===== src/rtl/btn_conditioner.sv =====
// Push-button front end: synchronises, debounces and edge-detects four buttons, and adds
// hold-to-repeat on Up/Down. All outputs are registered.
module btn_conditioner #(
    parameter bit          ACTIVE_LOW        = 1'b1,
    parameter int unsigned DB_CYCLES         = 1_000_000,
    parameter int unsigned RPT_DELAY_CYCLES  = 25_000_000,
    parameter int unsigned RPT_PERIOD_CYCLES = 5_000_000
) (
    input  logic       clk,
    input  logic       rst,
    input  logic       up_raw,
    input  logic       down_raw,
    input  logic       mode_raw,
    input  logic       sel_raw,
    output logic       up_pulse,
    output logic       down_pulse,
    output logic       mode_pulse,
    output logic       sel_pulse,
    output logic [3:0] btn_level
);

    localparam int unsigned DbW    = $clog2(DB_CYCLES + 1);
    localparam int unsigned RptMax = (RPT_DELAY_CYCLES > RPT_PERIOD_CYCLES) ?
                                     RPT_DELAY_CYCLES : RPT_PERIOD_CYCLES;
    localparam int unsigned RptW   = $clog2(RptMax + 1);

    typedef enum logic [1:0] {StIdle, StDelay, StRepeat} rpt_state_e;

    logic [3:0]     raw;
    logic [3:0]     sync1_q, sync2_q;
    logic [3:0]     pressed;
    logic [3:0]     level_d, level_q;
    logic [3:0]     prev_q;
    logic [3:0]     rise;
    logic [DbW-1:0] db_cnt_d [4];
    logic [DbW-1:0] db_cnt_q [4];

    rpt_state_e      state_d [2];
    rpt_state_e      state_q [2];
    logic [RptW-1:0] rpt_cnt_d [2];
    logic [RptW-1:0] rpt_cnt_q [2];
    logic [1:0]      fire;
    logic            both_held;

    logic [3:0] pulse_d, pulse_q;
    logic [3:0] btn_level_q;

    // Bit order {sel, mode, down, up} is used for every 4-bit vector below.
    assign raw     = {sel_raw, mode_raw, down_raw, up_raw};
    assign pressed = sync2_q ^ {4{ACTIVE_LOW}};
    assign rise    = level_q & ~prev_q;

    always_comb begin
        for (int i = 0; i < 4; i++) begin
            level_d[i]  = level_q[i];
            db_cnt_d[i] = '0;
            if (pressed[i] != level_q[i]) begin
                if (db_cnt_q[i] == DbW'(DB_CYCLES - 1)) begin
                    level_d[i] = pressed[i];
                end else begin
                    db_cnt_d[i] = db_cnt_q[i] + 1'b1;
                end
            end
        end
    end

    // Holding both Up and Down parks both repeaters; only a fresh press re-arms them.
    assign both_held = level_q[0] & level_q[1];

    always_comb begin
        for (int i = 0; i < 2; i++) begin
            state_d[i]   = state_q[i];
            rpt_cnt_d[i] = rpt_cnt_q[i];
            fire[i]      = 1'b0;
            if (!level_q[i] || both_held) begin
                state_d[i]   = StIdle;
                rpt_cnt_d[i] = '0;
            end else begin
                case (state_q[i])
                    StIdle: begin
                        if (rise[i]) begin
                            state_d[i]   = StDelay;
                            rpt_cnt_d[i] = '0;
                        end
                    end
                    StDelay: begin
                        if (rpt_cnt_q[i] == RptW'(RPT_DELAY_CYCLES - 1)) begin
                            fire[i]      = 1'b1;
                            state_d[i]   = StRepeat;
                            rpt_cnt_d[i] = '0;
                        end else begin
                            rpt_cnt_d[i] = rpt_cnt_q[i] + 1'b1;
                        end
                    end
                    StRepeat: begin
                        if (rpt_cnt_q[i] == RptW'(RPT_PERIOD_CYCLES - 1)) begin
                            fire[i]      = 1'b1;
                            rpt_cnt_d[i] = '0;
                        end else begin
                            rpt_cnt_d[i] = rpt_cnt_q[i] + 1'b1;
                        end
                    end
                    default: begin
                        state_d[i]   = StIdle;
                        rpt_cnt_d[i] = '0;
                    end
                endcase
            end
        end
    end

    assign pulse_d = rise | {2'b00, fire};

    always_ff @(posedge clk) begin
        if (rst) begin
            sync1_q     <= {4{ACTIVE_LOW}};
            sync2_q     <= {4{ACTIVE_LOW}};
            level_q     <= '0;
            prev_q      <= '0;
            pulse_q     <= '0;
            btn_level_q <= '0;
            for (int i = 0; i < 4; i++) begin
                db_cnt_q[i] <= '0;
            end
            for (int i = 0; i < 2; i++) begin
                state_q[i]   <= StIdle;
                rpt_cnt_q[i] <= '0;
            end
        end else begin
            sync1_q     <= raw;
            sync2_q     <= sync1_q;
            level_q     <= level_d;
            prev_q      <= level_q;
            pulse_q     <= pulse_d;
            btn_level_q <= level_q;
            for (int i = 0; i < 4; i++) begin
                db_cnt_q[i] <= db_cnt_d[i];
            end
            for (int i = 0; i < 2; i++) begin
                state_q[i]   <= state_d[i];
                rpt_cnt_q[i] <= rpt_cnt_d[i];
            end
        end
    end

    assign up_pulse   = pulse_q[0];
    assign down_pulse = pulse_q[1];
    assign mode_pulse = pulse_q[2];
    assign sel_pulse  = pulse_q[3];
    assign btn_level  = btn_level_q;

endmodule


===== config.mk =====
export PLATFORM = sky130hd
export DESIGN_NAME = btn_conditioner
export DESIGN_NICKNAME = d
export VERILOG_FILES = /design/src/rtl/btn_conditioner.sv
export SDC_FILE = /design/constraint.sdc
export NUM_CORES = 1
export LEC_CHECK = 0
export ABC_AREA = 0
export BUFFER_PORTS_ARGS = -buffer_cell sky130_fd_sc_hd__buf_2
export CORE_ASPECT_RATIO = 1.75
export CORE_UTILIZATION = 56
export CTS_BUF_LIST = sky130_fd_sc_hd__clkbuf_4 sky130_fd_sc_hd__clkbuf_8 sky130_fd_sc_hd__clkbuf_16
export DETAILED_ROUTE_END_ITERATION = 8
export PLACE_DENSITY = 0.75
export SLEW_MARGIN = 20
export SYNTH_ARGS = -nofsm -noshare
export SYNTH_HDL_FRONTEND = slang
export SYNTH_SLANG_ARGS = --single-unit

===== constraint.sdc =====
create_clock -name clk -period 2.3 [get_ports clk]
set_input_delay 0.23 -clock clk [delete_from_list [all_inputs] [get_ports clk]]
set_output_delay 0.23 -clock clk [all_outputs]
set_load 0.01 [all_outputs]

==> results of run 1 <==
## final timing paths
check / start / endpoint / slack, ns / cells after the start
setup reg to reg: rpt_cnt_q[0][7] / rpt_cnt_q[0][5] / 0.09 / 8
setup / recovery: rpt_cnt_q[0][7] / rpt_cnt_q[0][5] / 0.09 / 8
hold reg to reg: btn_level[3] / pulse_q[3] / 0.41 / 1
hold / removal: up_raw / sync1_q[0] / 0.01 / 2
## synth_stat cells, types with 3 or more instances
| cell | n | area, um2 |
|---|---|---|
| sky130_fd_sc_hd__nor3_1 | 22 | 110 |
| sky130_fd_sc_hd__nor4b_1 | 9 | 78.8 |
| sky130_fd_sc_hd__a21oi_1 | 14 | 70.1 |
| sky130_fd_sc_hd__nor2_1 | 140 | 526 |
| sky130_fd_sc_hd__nand2b_1 | 6 | 37.5 |
| sky130_fd_sc_hd__a31oi_1 | 11 | 68.8 |
| sky130_fd_sc_hd__nor4_1 | 10 | 62.6 |
| sky130_fd_sc_hd__or2_2 | 10 | 62.6 |
| sky130_fd_sc_hd__dfxtp_1 | 154 | 3080 |
| sky130_fd_sc_hd__nor2b_1 | 6 | 37.5 |
| sky130_fd_sc_hd__ha_1 | 14 | 175 |
| sky130_fd_sc_hd__nand4_1 | 36 | 225 |
| sky130_fd_sc_hd__o21ai_0 | 7 | 35.0 |
| sky130_fd_sc_hd__or4_1 | 5 | 37.5 |
| sky130_fd_sc_hd__nand3b_1 | 3 | 22.5 |
| sky130_fd_sc_hd__a22o_1 | 3 | 26.3 |
| sky130_fd_sc_hd__a211oi_1 | 6 | 45.0 |
| sky130_fd_sc_hd__xor2_1 | 66 | 578 |
| sky130_fd_sc_hd__nand2_1 | 66 | 248 |
| sky130_fd_sc_hd__and3_1 | 16 | 100 |
| sky130_fd_sc_hd__nor2_2 | 10 | 62.6 |
| sky130_fd_sc_hd__a21o_1 | 4 | 30.0 |
| sky130_fd_sc_hd__and4_1 | 8 | 70.1 |
| sky130_fd_sc_hd__and2_1 | 7 | 43.8 |
| sky130_fd_sc_hd__o21ai_1 | 3 | 15.0 |
| sky130_fd_sc_hd__nand3_1 | 58 | 290 |
| sky130_fd_sc_hd__inv_1 | 22 | 82.6 |
| sky130_fd_sc_hd__nand4b_1 | 4 | 35.0 |
| sky130_fd_sc_hd__clkbuf_1 | 18 | 67.6 |
| sky130_fd_sc_hd__xnor2_1 | 38 | 333 |
| sky130_fd_sc_hd__or3_1 | 7 | 43.8 |
## layout make-up
cell class	instances	area (um2)
clock buffers	19	447
well taps	165	206
fillers	977	4060
inverters	22	82.6
clock inverters	12	141
repair buffers	44	330
flip-flops and latches	154	3080
multi-input cells	617	3780
## routing by layer
metal | wire length [um] | up-vias | global-route usage
met5 | 0 | - | 0
li1 | - | 2901 | -
met2 | 7820 | 103 | 0.444
met1 | 5900 | 2750 | 0.246
met3 | 358 | 35 | 0.0428
met4 | 393 | 0 | 0.119
## cells by family after synthesis
kind of cell,synth area share
adders and majority gates,0.0249
buffers and inverters,0.0262
DFF,0.439
AOI/OAI and AO/OA,0.0673
muxes,0.00285
xor gates and xnor gates,0.130
and+or+nand+nor,0.310
## registers in the layout, indices dropped and copies added (netlist names)
| register | flops |
|---|---|
| level_q | 4 |
| state_q | 4 |
| sync1_q | 4 |
| pulse_q | 4 |
| rpt_cnt_q | 50 |
| btn_level | 4 |
| sync2_q | 4 |
| db_cnt_q | 80 |
## critical path, stage by stage (launching register included)
cell and delay, ns:
sky130_fd_sc_hd__dfxtp_1 0.35, sky130_fd_sc_hd__or4b_1 0.58, sky130_fd_sc_hd__nor4_4 0.22, sky130_fd_sc_hd__buf_4 0.19, sky130_fd_sc_hd__nand2_1 0.09, sky130_fd_sc_hd__a31o_1 0.28
sky130_fd_sc_hd__o21ai_2 0.18, sky130_fd_sc_hd__buf_12 0.15, sky130_fd_sc_hd__nor2_1 0.04
## layout by cell type, fill, tap and decap left out, types with 6 or more instances in the layout
cell	count
sky130_fd_sc_hd__nor4_1	9
sky130_fd_sc_hd__dfxtp_1	154
sky130_fd_sc_hd__nor3_1	22
sky130_fd_sc_hd__nand3_1	57
sky130_fd_sc_hd__clkbuf_16	17
sky130_fd_sc_hd__nor4b_1	9
sky130_fd_sc_hd__ha_1	14
sky130_fd_sc_hd__a21oi_1	13
sky130_fd_sc_hd__buf_2	13
sky130_fd_sc_hd__nand2b_1	6
sky130_fd_sc_hd__a211oi_1	6
sky130_fd_sc_hd__nor2b_1	6
sky130_fd_sc_hd__buf_4	26
sky130_fd_sc_hd__and3_1	16
sky130_fd_sc_hd__or3_1	7
sky130_fd_sc_hd__nand2_1	66
sky130_fd_sc_hd__a31oi_1	11
sky130_fd_sc_hd__nor2_1	140
sky130_fd_sc_hd__xor2_1	66
sky130_fd_sc_hd__nand4_1	36
sky130_fd_sc_hd__xnor2_1	38
sky130_fd_sc_hd__nor2_2	10
sky130_fd_sc_hd__and4_1	8
sky130_fd_sc_hd__or2_2	10
sky130_fd_sc_hd__inv_1	22
sky130_fd_sc_hd__o21ai_0	7
sky130_fd_sc_hd__and2_1	7
## power by group through the flow
stage               clock (mW)  sequential [mW]  combinational (mW)
floorplan                    0             2.74              0.0227
global placement             0             2.74              0.0321
detailed placement           0             2.74              0.0333
CTS                       2.80             2.68              0.0374
global route              2.91             2.68              0.0412
finish                    2.76             2.68              0.0370
## through the flow
stage / cell area [um2] / total power, mW / hold slack, ns / setup WS, ns / setup TNS (ns)
5_1_grt: 8070 / 5.63 / 0.0124 / -0.00226 / -0.00226
2_1_floorplan: 7020 / 2.76 / 0.334 / 0.102 / 0
3_5_place_dp: 7420 / 2.77 / 0.398 / 0.0499 / 0
6_report: 8070 / 5.48 / 0.0140 / 0.0895 / 0
4_1_cts: 8040 / 5.52 / 0.00327 / 0.0182 / 0
3_3_place_gp: 7420 / 2.77 / 0.393 / 0.0996 / 0
## repair_timing
item                                    CTS  global route
endpoints found under the setup margin    0            39
setup buffers                             0             1
hold endpoints to repair                  3             0
hold buffers                              3             0
resized for setup                         0             5
==> impl_metrics.env, run 1 <==
export IMPL_initial_core_util=0.579
export IMPL_chipHeight_um=150
export IMPL_fp_coreArea_mm2=0.0121
export IMPL_cts_htree_levels=4
export IMPL_synth_cells=814
export IMPL_internal_power_mw=4.34
export IMPL_die_w_um=86.7
export IMPL_fin_crit_ns=2.21
export IMPL_synth_warning_count=0
export IMPL_drv_slew=0
export IMPL_power_frac_comb=0.007
export IMPL_drt_first_iter_violations=240
export IMPL_synthesis_nets=834
export IMPL_detail_route_first_pass_iterations=5
export IMPL_numCtsBuffers=17
export IMPL_timing_critical_path_from_type="flop"
export IMPL_drive_gt1_frac=0.119
export IMPL_power_switching_fraction=0.207
export IMPL_num_antenna_cells=0
export IMPL_synth_seq_cells=154
export IMPL_final_nets=876
export IMPL_synth_area_mm2=0.00702
export IMPL_grt_pass1_wl_um=24700
export IMPL_flow_area_growth_from_synthesis_pct=15.0
export IMPL_synth_area_per_cell_um2=8.63
export IMPL_power_sequential_fraction=0.489
export IMPL_gr_usage_all_layers=0.237
export IMPL_seq_area_frac_synth=0.439
export IMPL_setup_violators_final=0
export IMPL_power_static_leakage_nw=2.72
export IMPL_min_path_type="primary input to flop"
export IMPL_clkLatencyLatePin_ns=0.42
export IMPL_critical_path_arrival_ns=2.51
export IMPL_worst_ir_drop_vdd_uv=661
export IMPL_max_cap_violations=0
export IMPL_crit_path_end_kind="flop"
export IMPL_synth_cell_type_count=56
export IMPL_cts_num_sinks=154
export IMPL_number_of_standard_cell_rows_in_the_floorplan=53
export IMPL_largest_net_degree_at_the_start_of_global_routing=21
export IMPL_critPathRequiredTime_ns=2.60
export IMPL_clock_tree_buffer_depth=2
export IMPL_postSynth_asyncResetShare=0
export IMPL_number_of_instances_in_the_placed_design=998
export IMPL_worst_setup_path_type="flop to flop"
export IMPL_critical_path_peak_fanout=13
export IMPL_ant_nets=0
export IMPL_timing_final_hold_violations=0
export IMPL_clkSlewWorstSetupHoldPaths_ns=0.07
export IMPL_fmax_mhz=452
export IMPL_tritoncts="done"
export IMPL_synthFlopType="sky130_fd_sc_hd__dfxtp_1"
export IMPL_fin_util=0.665
export IMPL_grt_pass1_vias=5771
export IMPL_finClkSkew_ns=0.0125
export IMPL_power_per_cell_area_mw_per_mm2=678
export IMPL_count_of_flip_flops_with_a_built_in_enable_after_synthesis=0
export IMPL_worst_slew_pin_transition_ns=0.555
export IMPL_post_dp_hpwl_um=10200
export IMPL_io_pin_count=14
export IMPL_routed_wirelength_um=14500
export IMPL_power_share_clock=0.504
export IMPL_number_of_antenna_violations_at_the_first_check_in_global_routing=0
export IMPL_cts_root_buf="sky130_fd_sc_hd__clkbuf_16"
export IMPL_period_utilization_post_route=0.961
export IMPL_layoutNonFillerInstCount=1033
export IMPL_routabilityCongestion=0.882
export IMPL_post_route_drc_count=0
export IMPL_portBuffers=13
export IMPL_grt_ovfl_total=0
export IMPL_relative_slew_margins=0.626
export IMPL_route_detailed_vias_per_inst=5.60
export IMPL_power_switching_mw=1.13
export IMPL_run_status="complete, no violations"
export IMPL_detail_route_wl_per_cell_um=14.0
export IMPL_via_count=5789
export IMPL_fp_dieArea_mm2=0.0130
Note: power is estimated with default switching activity, not from simulation.
==> run 2: changes to the inputs <==
--- a/config.mk
+++ b/config.mk
@@ -7,12 +7,13 @@
 export LEC_CHECK = 0
 export ABC_AREA = 0
 export BUFFER_PORTS_ARGS = -buffer_cell sky130_fd_sc_hd__buf_2
+export CAP_MARGIN = 25
 export CORE_ASPECT_RATIO = 1.75
 export CORE_UTILIZATION = 56
 export CTS_BUF_LIST = sky130_fd_sc_hd__clkbuf_4 sky130_fd_sc_hd__clkbuf_8 sky130_fd_sc_hd__clkbuf_16
 export DETAILED_ROUTE_END_ITERATION = 8
 export PLACE_DENSITY = 0.75
-export SLEW_MARGIN = 20
+export SLEW_MARGIN = 25
 export SYNTH_ARGS = -nofsm -noshare
 export SYNTH_HDL_FRONTEND = slang
 export SYNTH_SLANG_ARGS = --single-unit
==> constraint.sdc (replaced) <==
create_clock -name clk -period 2 [get_ports clk]
set_input_delay 0.2 -clock clk [delete_from_list [all_inputs] [get_ports clk]]
set_output_delay 0.2 -clock clk [all_outputs]
set_load 0.01 [all_outputs]
==> run 2 against run 1 <==
  * The run now ends with setup timing left
  * Cell count increased by 5.1%
  * Die area unchanged
  * Total power increased by 18%
  * Wire length increased by 22%
  * Critical endpoint is now rpt_cnt_q[0][11]
==> impl_metrics.env, run 2 (synthesis results as in run 1) <==
export IMPL_final_hold_worst_slack_ns=0.0392
export IMPL_largest_registers="db_cnt_q x80, rpt_cnt_q x50"
export IMPL_ant_nets=0
export IMPL_relative_slew_margins=0.665
export IMPL_drt_first_iter_violations=295
export IMPL_drive_gt1_frac=0.225
export IMPL_power_switching_fraction=0.202
export IMPL_chipHeight_um=150
export IMPL_cts_htree_levels=4
export IMPL_min_path_type="primary input to flop"
export IMPL_final_cell_area_mm2=0.00881
export IMPL_grt_pass1_wl_um=29000
export IMPL_numCtsBuffers=17
export IMPL_cts_num_sinks=154
export IMPL_critPathRequiredTime_ns=2.32
export IMPL_num_antenna_cells=0
export IMPL_routabilityCongestion=0.897
export IMPL_clock_tree_buffer_depth=2
export IMPL_holdPathEnd="level_q[3]"
export IMPL_grt_busiest_layer="met2"
export IMPL_timing_rr_end="rpt_cnt_q[0][11]"
export IMPL_gr_usage_all_layers=0.283
export IMPL_timing_final_hold_violations=0
export IMPL_fp_dieArea_mm2=0.0130
export IMPL_largest_reg_flops=80
export IMPL_final_cell_mix="sky130_fd_sc_hd__dfxtp_1, sky130_fd_sc_hd__nor2_1, sky130_fd_sc_hd__buf_4"
export IMPL_setup_violators_final=48
export IMPL_detail_route_first_pass_iterations=5
export IMPL_rrSetupSlack_ns=-0.20
export IMPL_critical_path_arrival_ns=2.52
export IMPL_rsz0062_at_grt="true"
export IMPL_initial_core_util=0.579
export IMPL_worst_setup_path_type="flop to flop"
export IMPL_critical_path_cell_chain="or4b_4 -> nor4_4 -> buf_4 -> nand2_4 -> a31o_4 -> o21ai_4 -> clkbuf_16 -> nor2_1"
export IMPL_portBuffers=13
export IMPL_grt_pass1_vias=6463
export IMPL_fill_cell_instance_count_of_the_final_layout=879
export IMPL_post_place_ws_ns=-0.191
export IMPL_detail_route_wl_per_cell_um=16.2
export IMPL_crit_path_max_incr_delay_ns=0.54
export IMPL_fmax_mhz=455
export IMPL_power_per_cell_area_mw_per_mm2=732
export IMPL_worst_ir_drop_vdd_uv=686
export IMPL_flow_area_growth_from_synthesis_pct=25.5
export IMPL_worstRegToRegCells=8
export IMPL_cpMaxStageDelayCell="sky130_fd_sc_hd__or4b_4"
export IMPL_use_met3=0.0581
export IMPL_worst_r2r_startpoint="rpt_cnt_q[0][23]"
export IMPL_grt_met1_usage=0.288
export IMPL_multi_input_area_mm2=0.00402
export IMPL_drv_slew=0
export IMPL_power_static_leakage_nw=3.08
export IMPL_final_nets=930
export IMPL_post_route_drc_count=0
export IMPL_hold_depth=2
export IMPL_layout_setup_ws_ns=-0.200
export IMPL_fp_coreArea_mm2=0.0121
export IMPL_routed_wirelength_um=17600
export IMPL_finClkSkew_ns=0.0131
export IMPL_run_status="finished with violations"
export IMPL_tritoncts="done"
export IMPL_holdCritStartpoint="rst"
export IMPL_fin_crit_ns=2.20
export IMPL_io_pin_count=14
export IMPL_period_utilization_post_route=1.10
export IMPL_worst_slew_pin_transition_ns=0.500
export IMPL_post_dp_hpwl_um=11500
export IMPL_largest_net_degree_at_the_start_of_global_routing=21
export IMPL_cts_root_buf="sky130_fd_sc_hd__clkbuf_16"
export IMPL_power_sequential_fraction=0.478
export IMPL_ff_latch_area_mm2=0.00309
export IMPL_global_route_usage_met2=0.527
export IMPL_route_detailed_vias_per_inst=5.72
export IMPL_grt_ovfl_total=0
export IMPL_internal_power_mw=5.15
export IMPL_via_count=6207
export IMPL_critical_path_peak_fanout=6
export IMPL_placement_cell_area_mm2=0.00780
export IMPL_number_of_standard_cell_rows_in_the_floorplan=53
export IMPL_crit_path_end_kind="flop"
export IMPL_timing_critical_path_from_type="flop"
export IMPL_power_frac_comb=0.007
export IMPL_number_of_antenna_violations_at_the_first_check_in_global_routing=0
export IMPL_regMostFlops="db_cnt_q"
export IMPL_clkLatencyLatePin_ns=0.43
export IMPL_layout_cells_most_common="sky130_fd_sc_hd__dfxtp_1"
export IMPL_power_share_clock=0.515
export IMPL_max_cap_violations=0
export IMPL_failing_checks="setup timing"
export IMPL_power_switching_mw=1.30
export IMPL_clkSlewWorstSetupHoldPaths_ns=0.07
export IMPL_die_w_um=86.7
[run 2: cell count changes in the layout (fill, tap and decap cells not counted), sizes merged]
cell	previous run	this run
clkbuf	19	22
clkinvlp	2	3
buf	41	92
dlygate4sd3	3	4
bufinv	2	3
clkinv	4	2
inv	26	24
[run 2: worst max-delay path by stage]
| stage | start | to | depth (start not counted) |
|---|---|---|---|
| after floorplan | rpt_cnt_q[0][45] | rpt_cnt_q[0][37] | 7 |
| after global placement | rpt_cnt_q[0][45] | rpt_cnt_q[0][29] | 7 |
| after detailed placement | rpt_cnt_q[0][45] | rpt_cnt_q[0][31] | 7 |
| after CTS | rpt_cnt_q[0][45] | rpt_cnt_q[0][31] | 7 |
| after global routing | rpt_cnt_q[0][7] | rpt_cnt_q[0][23] | 7 |
| final | rpt_cnt_q[0][23] | rpt_cnt_q[0][11] | 8 |
[run 2: timing repair]
item / 4_1_cts / 5_1_grt
cloned: 1 / 1
endpoints found under the hold margin: 4 / 0
setup endpoints to repair: 48 / 57
gates resized for setup: 25 / 40
pin swaps: 19 / 18
hold buffers: 4 / 0
setup buffers: 7 / 3
[run 2: layer usage]
metal | up-vias | part of all wire
li1 | 3002 | -
met1 | 2962 | 0.38
met2 | 183 | 0.55
met3 | 60 | 0.038
met4 | 0 | 0.038
met5 | - | 0
[run 2: power by group through the flow]
stage	registers [mW]	logic, mW	clock network [mW]
after floorplan	3.15	0.0261	0
after detailed placement	3.15	0.0400	0
final	3.08	0.0466	3.32
after global routing	3.08	0.0519	3.50
after global placement	3.15	0.0389	0
after CTS	3.08	0.0469	3.35
[run 2: worst max-delay path: cells and delay by family, from the launching register on]
| kind | cells | cell delay (ns) |
|---|---|---|
| AO/OA/AOI/OAI | 2 | 0.47 |
| buffers and inverters | 2 | 0.38 |
| flip-flops | 1 | 0.33 |
| AND/OR/NAND/NOR | 4 | 0.93 |
[run 2: cell type report]
type	instances	share of cell area
clock buffers	20	0.0530
repair buffers	98	0.0913
inverters	22	0.00937
flip-flops and latches	154	0.351
multi-input cells	617	0.456
well taps	165	0.0234
clock inverters	10	0.0159
[run 2: metrics by stage]
step	instances	TNS, ns	util	total power [mW]
after CTS	1083	-4.57	0.711	6.48
after floorplan	814	-3.67	-	3.18
after global routing	1086	-9.11	0.726	6.63
after detailed placement	1041	-5.17	0.643	3.19
final	1086	-6.37	0.726	6.45
after global placement	1041	-3.60	0.643	3.19
